==> config.mk <==
export PLATFORM = sky130hd
export DESIGN_NAME = countdown_timer
export DESIGN_NICKNAME = d
export VERILOG_FILES = /design/src/rtl/countdown_timer.sv
export SDC_FILE = /design/constraint.sdc
export NUM_CORES = 1
export LEC_CHECK = 0
export CELL_PAD_IN_SITES_DETAIL_PLACEMENT = 0
export CELL_PAD_IN_SITES_GLOBAL_PLACEMENT = 2
export CORE_MARGIN = 3
export CORE_UTILIZATION = 32
export DETAILED_ROUTE_END_ITERATION = 8
export PLACE_DENSITY_LB_ADDON = 0.1
export SYNTH_ARGS = -nofsm -noshare
export SYNTH_HDL_FRONTEND = slang
export SYNTH_SLANG_ARGS = --single-unit
==> constraint.sdc <==
create_clock -name clk_1Hz -period 2.9 [get_ports clk_1Hz]
set_clock_uncertainty 0.1 [all_clocks]
set_input_delay 0.87 -clock clk_1Hz [delete_from_list [all_inputs] [get_ports clk_1Hz]]
set_output_delay 0.87 -clock clk_1Hz [all_outputs]
set_load 0.1 [all_outputs]
==> src/rtl/countdown_timer.sv <==
`timescale 1ns/1ps
// ---------------------------------------------------------------------------
// countdown_timer
//
// Down-counting mm:ss timer. The value is preset with the active-low up/down
// buttons while the global mode bus selects the seconds or minutes field.
// A falling edge on btn_start toggles run/pause. When the count reaches 00:00
// the timer enters ALARM. It leaves ALARM after ALARM_SECS ticks, or earlier
// if btn_start acknowledges it.
//
// Optional feature (macro COUNTDOWN_AUTO_RELOAD_EN):
//   A 12-bit preset register captures {min,sec} on every IDLE->RUN transition.
//   When ALARM exits, that preset is reloaded into min/sec.
//   btn_clr also zeros the preset.
//
// Ports:
//   clk_1Hz    in   1 Hz tick, rising edge
//   rst_n      in   asynchronous active-low reset
//   btn_up     in   active-low, level; increments the selected field
//   btn_down   in   active-low, level; decrements the selected field
//   btn_start  in   active-low; falling edge toggles run/pause / acknowledges
//   btn_clr    in   active-low, level; clears the timer
//   mode       in   [2:0] global mode bus
//   min        out  [5:0] remaining minutes
//   sec        out  [5:0] remaining seconds
//   running    out  high while in RUN
//   alarm      out  high while in ALARM
//   state      out  [1:0] IDLE=0, RUN=1, PAUSE=2, ALARM=3
// ---------------------------------------------------------------------------
module countdown_timer #(
    parameter logic [2:0] SET_SEC_MODE = 3'b101,
    parameter logic [2:0] SET_MIN_MODE = 3'b110,
    parameter int         MAX_MIN      = 59,
    parameter int         ALARM_SECS   = 10
) (
    input  logic       clk_1Hz,
    input  logic       rst_n,
    input  logic       btn_up,
    input  logic       btn_down,
    input  logic       btn_start,
    input  logic       btn_clr,
    input  logic [2:0] mode,
    output logic [5:0] min,
    output logic [5:0] sec,
    output logic       running,
    output logic       alarm,
    output logic [1:0] state
);

    typedef enum logic [1:0] {
        IDLE  = 2'd0,
        RUN   = 2'd1,
        PAUSE = 2'd2,
        ALARM = 2'd3
    } state_t;

    localparam logic [5:0] MIN_TOP    = 6'(MAX_MIN);
    localparam logic [5:0] SEC_TOP    = 6'd59;
    localparam logic [5:0] ALARM_LAST = 6'(ALARM_SECS - 1);

    state_t     state_reg, state_next;
    logic [5:0] min_reg, min_next;
    logic [5:0] sec_reg, sec_next;
    logic [5:0] alarm_cnt_reg, alarm_cnt_next;
    logic       btn_start_q;
    logic       running_reg, running_next;
    logic       alarm_reg, alarm_next;
`ifdef COUNTDOWN_AUTO_RELOAD_EN
    logic [11:0] preset_reg, preset_next;
`endif

    logic       start_ev;
    logic       is_zero;
    logic [5:0] adj_min, adj_sec;
    logic [5:0] dec_min, dec_sec;

    assign start_ev = btn_start_q & ~btn_start;
    assign is_zero  = (min_reg == 6'd0) && (sec_reg == 6'd0);

    // Field adjustment for the set modes. btn_up wins when both are low.
    // Wraps stay inside the field: no carry or borrow into minutes.
    always_comb begin
        adj_min = min_reg;
        adj_sec = sec_reg;
        if (mode == SET_SEC_MODE) begin
            if (!btn_up) begin
                adj_sec = (sec_reg >= SEC_TOP) ? 6'd0 : sec_reg + 6'd1;
            end else if (!btn_down) begin
                adj_sec = (sec_reg == 6'd0) ? SEC_TOP : sec_reg - 6'd1;
            end
        end else if (mode == SET_MIN_MODE) begin
            if (!btn_up) begin
                adj_min = (min_reg >= MIN_TOP) ? 6'd0 : min_reg + 6'd1;
            end else if (!btn_down) begin
                adj_min = (min_reg == 6'd0) ? MIN_TOP : min_reg - 6'd1;
            end
        end
    end

    // One-second decrement with borrow from minutes. RUN is never entered at
    // 00:00, so the minutes field never underflows here.
    always_comb begin
        if (sec_reg != 6'd0) begin
            dec_min = min_reg;
            dec_sec = sec_reg - 6'd1;
        end else begin
            dec_min = min_reg - 6'd1;
            dec_sec = SEC_TOP;
        end
    end

    // Next-state and next-value logic.
    // Priority on each edge: clear, then start edge, then set/decrement.
    always_comb begin
        state_next     = state_reg;
        min_next       = min_reg;
        sec_next       = sec_reg;
        alarm_cnt_next = alarm_cnt_reg;
`ifdef COUNTDOWN_AUTO_RELOAD_EN
        preset_next    = preset_reg;
`endif
        if (!btn_clr) begin
            state_next     = IDLE;
            min_next       = 6'd0;
            sec_next       = 6'd0;
            alarm_cnt_next = 6'd0;
`ifdef COUNTDOWN_AUTO_RELOAD_EN
            preset_next    = 12'd0;
`endif
        end else begin
            case (state_reg)
                IDLE: begin
                    if (start_ev) begin
                        if (!is_zero) begin
                            state_next = RUN;
`ifdef COUNTDOWN_AUTO_RELOAD_EN
                            preset_next = {min_reg, sec_reg};
`endif
                        end
                    end else begin
                        min_next = adj_min;
                        sec_next = adj_sec;
                    end
                end
                RUN: begin
                    if (start_ev) begin
                        state_next = PAUSE;
                    end else begin
                        min_next = dec_min;
                        sec_next = dec_sec;
                        // Alarm rises on the same edge that shows 00:00.
                        if ((dec_min == 6'd0) && (dec_sec == 6'd0)) begin
                            state_next     = ALARM;
                            alarm_cnt_next = 6'd0;
                        end
                    end
                end
                PAUSE: begin
                    if (start_ev) begin
                        state_next = is_zero ? IDLE : RUN;
                    end else begin
                        min_next = adj_min;
                        sec_next = adj_sec;
                    end
                end
                ALARM: begin
                    // The entry edge counts as tick 0, so alarm stays high
                    // for ALARM_SECS ticks unless it is acknowledged.
                    if (start_ev || (alarm_cnt_reg >= ALARM_LAST)) begin
                        state_next     = IDLE;
                        alarm_cnt_next = 6'd0;
`ifdef COUNTDOWN_AUTO_RELOAD_EN
                        min_next       = preset_reg[11:6];
                        sec_next       = preset_reg[5:0];
`endif
                    end else begin
                        alarm_cnt_next = alarm_cnt_reg + 6'd1;
                    end
                end
                default: begin
                    state_next = IDLE;
                end
            endcase
        end
    end

    // The flags are registered from the next state, so they change on the
    // same edge as state.
    assign running_next = (state_next == RUN);
    assign alarm_next   = (state_next == ALARM);

    always_ff @(posedge clk_1Hz or negedge rst_n) begin
        if (!rst_n) begin
            state_reg     <= IDLE;
            min_reg       <= 6'd0;
            sec_reg       <= 6'd0;
            alarm_cnt_reg <= 6'd0;
            btn_start_q   <= 1'b1;
            running_reg   <= 1'b0;
            alarm_reg     <= 1'b0;
`ifdef COUNTDOWN_AUTO_RELOAD_EN
            preset_reg    <= 12'd0;
`endif
        end else begin
            state_reg     <= state_next;
            min_reg       <= min_next;
            sec_reg       <= sec_next;
            alarm_cnt_reg <= alarm_cnt_next;
            btn_start_q   <= btn_start;
            running_reg   <= running_next;
            alarm_reg     <= alarm_next;
`ifdef COUNTDOWN_AUTO_RELOAD_EN
            preset_reg    <= preset_next;
`endif
        end
    end

    assign min     = min_reg;
    assign sec     = sec_reg;
    assign state   = state_reg;
    assign running = running_reg;
    assign alarm   = alarm_reg;

endmodule

==> results.md <==
- Count of antenna-violating nets left after detailed routing: 0
- Worst IR drop on VDD: 0.6113 mV
- Mapped Area: 1804 um2
- Startpoint-to-endpoint class of the critical path: input pin to register
- Total of max-cap violations: 0
- Clock tree buffer depth: 2
- Final worst setup slack: 0.4163 ns
- GPL Wtd Cong: 0.7549
- Dominant delay contributor by cell family on the critical path: simple AND/OR/NAND/NOR gates
- Slew at the pin closest to its max-slew limit: 0.4937 ns
- Post-synthesis to final-layout area growth: 21.78%
- Global-route total usage across every layer: 17.19%
- Total number of yosys warnings: 0
- Full die area: 6576 um2
- Global-route wire length before repair: 8707 um
- Chip width: 81.09 um
- Count of unresolved DRC violations after routing: 0
- Crit-path max FO: 10
- Count of mapped cells out of synthesis: 231
- Number of antenna violations at the first check in global routing: 0
- Worst endpoint data arrival time: 2.59 ns
- Share of final-layout standard cells stronger than drive strength 1: 16.73%
- Total half-perimeter wirelength after legalization and detailed placement: 4014 um
- Via count of the first global-routing pass: 1,655
- Post-CTS resize count: 0
- Routed wirelength normalized by instance count: 16.44 um
- Async S/R FF share, synth: 100.0%
- Critical path capture point type: register
- Stage delay of the slowest cell on the critical path: 0.50 ns
- Run status: finished, final reports clean
- Number of hold buffers added after CTS: 0
- Critical path buffers and inverters: 2
- Total via count after detailed routing: 1,823
- Number of search-and-repair iterations in the first detailed-routing pass: 4
- Crit share post-route: 85.64%
- Final-report max-slew violation count: 0
- Clock Pin Slew Worst Setup and Hold Paths: 0.08 ns
- Clk sinks: 23
- Port-buffer cells: 24
- Share of synthesized area occupied by flip-flops and latches: 31.97%
- Critical-path cell list: clkdlybuf4s50_1 -> nand2b_1 -> and4_1 -> a31oi_1 -> buf_4 -> nor2b_1 -> a32o_1
- Vertical extent of the die: 81.09 um
- Count of different cell masters after synthesis: 50
- Data required time at the worst endpoint: 3.01 ns
- Overflow left after global routing: 0
- Path class of the lowest-slack min-delay path: register to register
- Crit path launch type: input pin
- Share of the synthesized area in the top cell type: 30.51%
- Static leakage power: 0.9537 nW
- Hold violation count in the final report: 0
- Effective utilization at floorplan: 34.24%
- Total power density per cell area: 915.9 nW/um2
- Clock tree root buffer cell: sky130_fd_sc_hd__clkbuf_8
- Final Setup Violations: 0
- 1st-iter DRT viols: 121
- Max-slew headroom at the worst pin: 66.81%
- Synthesized Nets: 248
- Inserted Clock Buffers: 3
- Post-synthesis cell type with the largest combined area: sky130_fd_sc_hd__dfrtp_1
- Number of I/O pins: 25
- Synthesized area divided by synthesized cell count: 7.811 um2
- Max Clk Rate: 402.6 MHz
- TritonCTS clock tree: done
- Total Neg Setup Slack: 0 ns
- FF+latch count, synth: 23
- Standard cell core area: 5270 um2
- Post-synth EDFFs: 0
- Max stage delay cell, worst path: sky130_fd_sc_hd__clkdlybuf4s50_1
- Final nets: 275
- Leading cell types by total area after synthesis: sky130_fd_sc_hd__dfrtp_1 (31%), sky130_fd_sc_hd__o21ai_0 (5.8%), sky130_fd_sc_hd__ha_1 (5.5%), sky130_fd_sc_hd__a21oi_1 (5.0%), sky130_fd_sc_hd__a31oi_1 (4.5%)
- Unrepaired setup endpoints after global routing: false
- Setup WS pre-CTS: 0.1602 ns
- Post-CTS Setup Inserts: 0
- Number of antenna cells inserted: 0
- Placement row count: 26
- Post-DR vias/cell: 5.575
- Number of H-tree branching levels: 1
- Maximum number of pins on one net before global-route repair: 24
- DRT Wirelength: 5377 um
- Clk_lat worst skew: 0.27 ns
- Synth Flop Type: sky130_fd_sc_hd__dfrtp_1
- Minimum clock period after layout: 2.484 ns
## power by group
| group | internal [W] | switching [W] | leakage (nW) | total [W] |
|---|---|---|---|---|
| Clock | 0.0000961 | 0.000109 | 0.0255 | 0.000205 |
| Combinational | 0.000387 | 0.000930 | 0.624 | 0.00132 |
| Sequential | 0.000382 | 0.000108 | 0.304 | 0.000490 |
| Total | 0.000865 | 0.00115 | 0.954 | 0.00201 |
## metal layers
metal | wire (um) | vias up | share of wire [%] | track usage (%)
met3 | 284 | 6 | 5.3 | 3.215
met4 | 57 | 0 | 1.1 | 3.547
met1 | 2585 | 849 | 48 | 24.25
met2 | 2450 | 54 | 46 | 27.34
met5 | 0 | - | 0 | 0
li1 | - | 914 | - | -
## Yosys cell counts, types with 2 or more instances
cell	n
sky130_fd_sc_hd__dfrtp_1	22
sky130_fd_sc_hd__nand2_1	21
sky130_fd_sc_hd__o21ai_0	21
sky130_fd_sc_hd__a21oi_1	18
sky130_fd_sc_hd__a31oi_1	13
sky130_fd_sc_hd__nand3_1	13
sky130_fd_sc_hd__nor2_1	13
sky130_fd_sc_hd__clkbuf_1	12
sky130_fd_sc_hd__inv_1	12
sky130_fd_sc_hd__ha_1	8
sky130_fd_sc_hd__nor2b_1	6
sky130_fd_sc_hd__a21o_1	4
sky130_fd_sc_hd__nand4_1	4
sky130_fd_sc_hd__nor3_1	4
sky130_fd_sc_hd__o211ai_1	4
sky130_fd_sc_hd__o31ai_1	4
sky130_fd_sc_hd__and2_1	3
sky130_fd_sc_hd__buf_1	3
sky130_fd_sc_hd__or3_1	3
sky130_fd_sc_hd__or4_1	3
sky130_fd_sc_hd__a211o_1	2
sky130_fd_sc_hd__a22o_1	2
sky130_fd_sc_hd__a31o_2	2
sky130_fd_sc_hd__a32o_1	2
sky130_fd_sc_hd__and3_1	2
sky130_fd_sc_hd__and4_1	2
sky130_fd_sc_hd__buf_2	2
sky130_fd_sc_hd__o2111ai_1	2
sky130_fd_sc_hd__o22ai_1	2
sky130_fd_sc_hd__xnor2_1	2
## worst paths after layout
check,from,end,slack (ns),cells after the start
worst max-delay path,btn_start,min[5],0.42,7
worst min-delay path,alarm_cnt_reg[3],alarm_cnt_reg[3],0.39,1
worst max register to register,min[0],running,0.48,7
worst min register to register,alarm_cnt_reg[3],alarm_cnt_reg[3],0.39,1
max in group asynchronous,rst_n,btn_start_q,1.55,2
min in group asynchronous,rst_n,sec[5],0.86,2
## kinds of logic after synthesis
group	count (synthesis)	synth area share [%]
XOR/XNOR	3	1.457
AND/OR/NAND/NOR	83	24.48
flip-flops	23	31.97
multiplexers	1	0.5548
adder cells (fa/ha/maj)	8	5.548
buffers and inverters	29	6.172
AO/OA/AOI/OAI	84	29.82
## area by class of cell
| class | instances | area, um2 |
|---|---|---|
| well taps | 70 | 87.58 |
| multi-input cells | 179 | 1116 |
| clock buffers | 3 | 41.29 |
| fillers | 578 | 3073 |
| clock inverters | 1 | 5.005 |
| flip-flops and latches | 23 | 576.8 |
| inverters | 12 | 45.04 |
| repair buffers | 39 | 325.3 |
## stage by stage
stage	utilization, %	cell area (um2)	power, W	hold slack (ns)	cells
detailed placement	40.81	2151	0.001814	0.3716	323
global route	41.69	2197	0.002138	0.4285	327
CTS	41.69	2197	0.002020	0.3854	327
finish	41.69	2197	0.002012	0.3902	327
floorplan	-	1804	0.001451	0.3504	231
global placement	40.81	2151	0.001829	0.3808	323
## cells in the final DEF (no fill, tap or decap), drive strengths merged, types with 6 or more instances in the layout
master         instances
buf                   31
dfrtp                 22
nand2                 21
o21ai                 21
a21oi                 19
nor2                  13
nand3                 13
a31oi                 13
inv                   12
ha                     8
clkdlybuf4s50          8
nor2b                  6
Note: power is estimated with default switching activity, not from simulation.
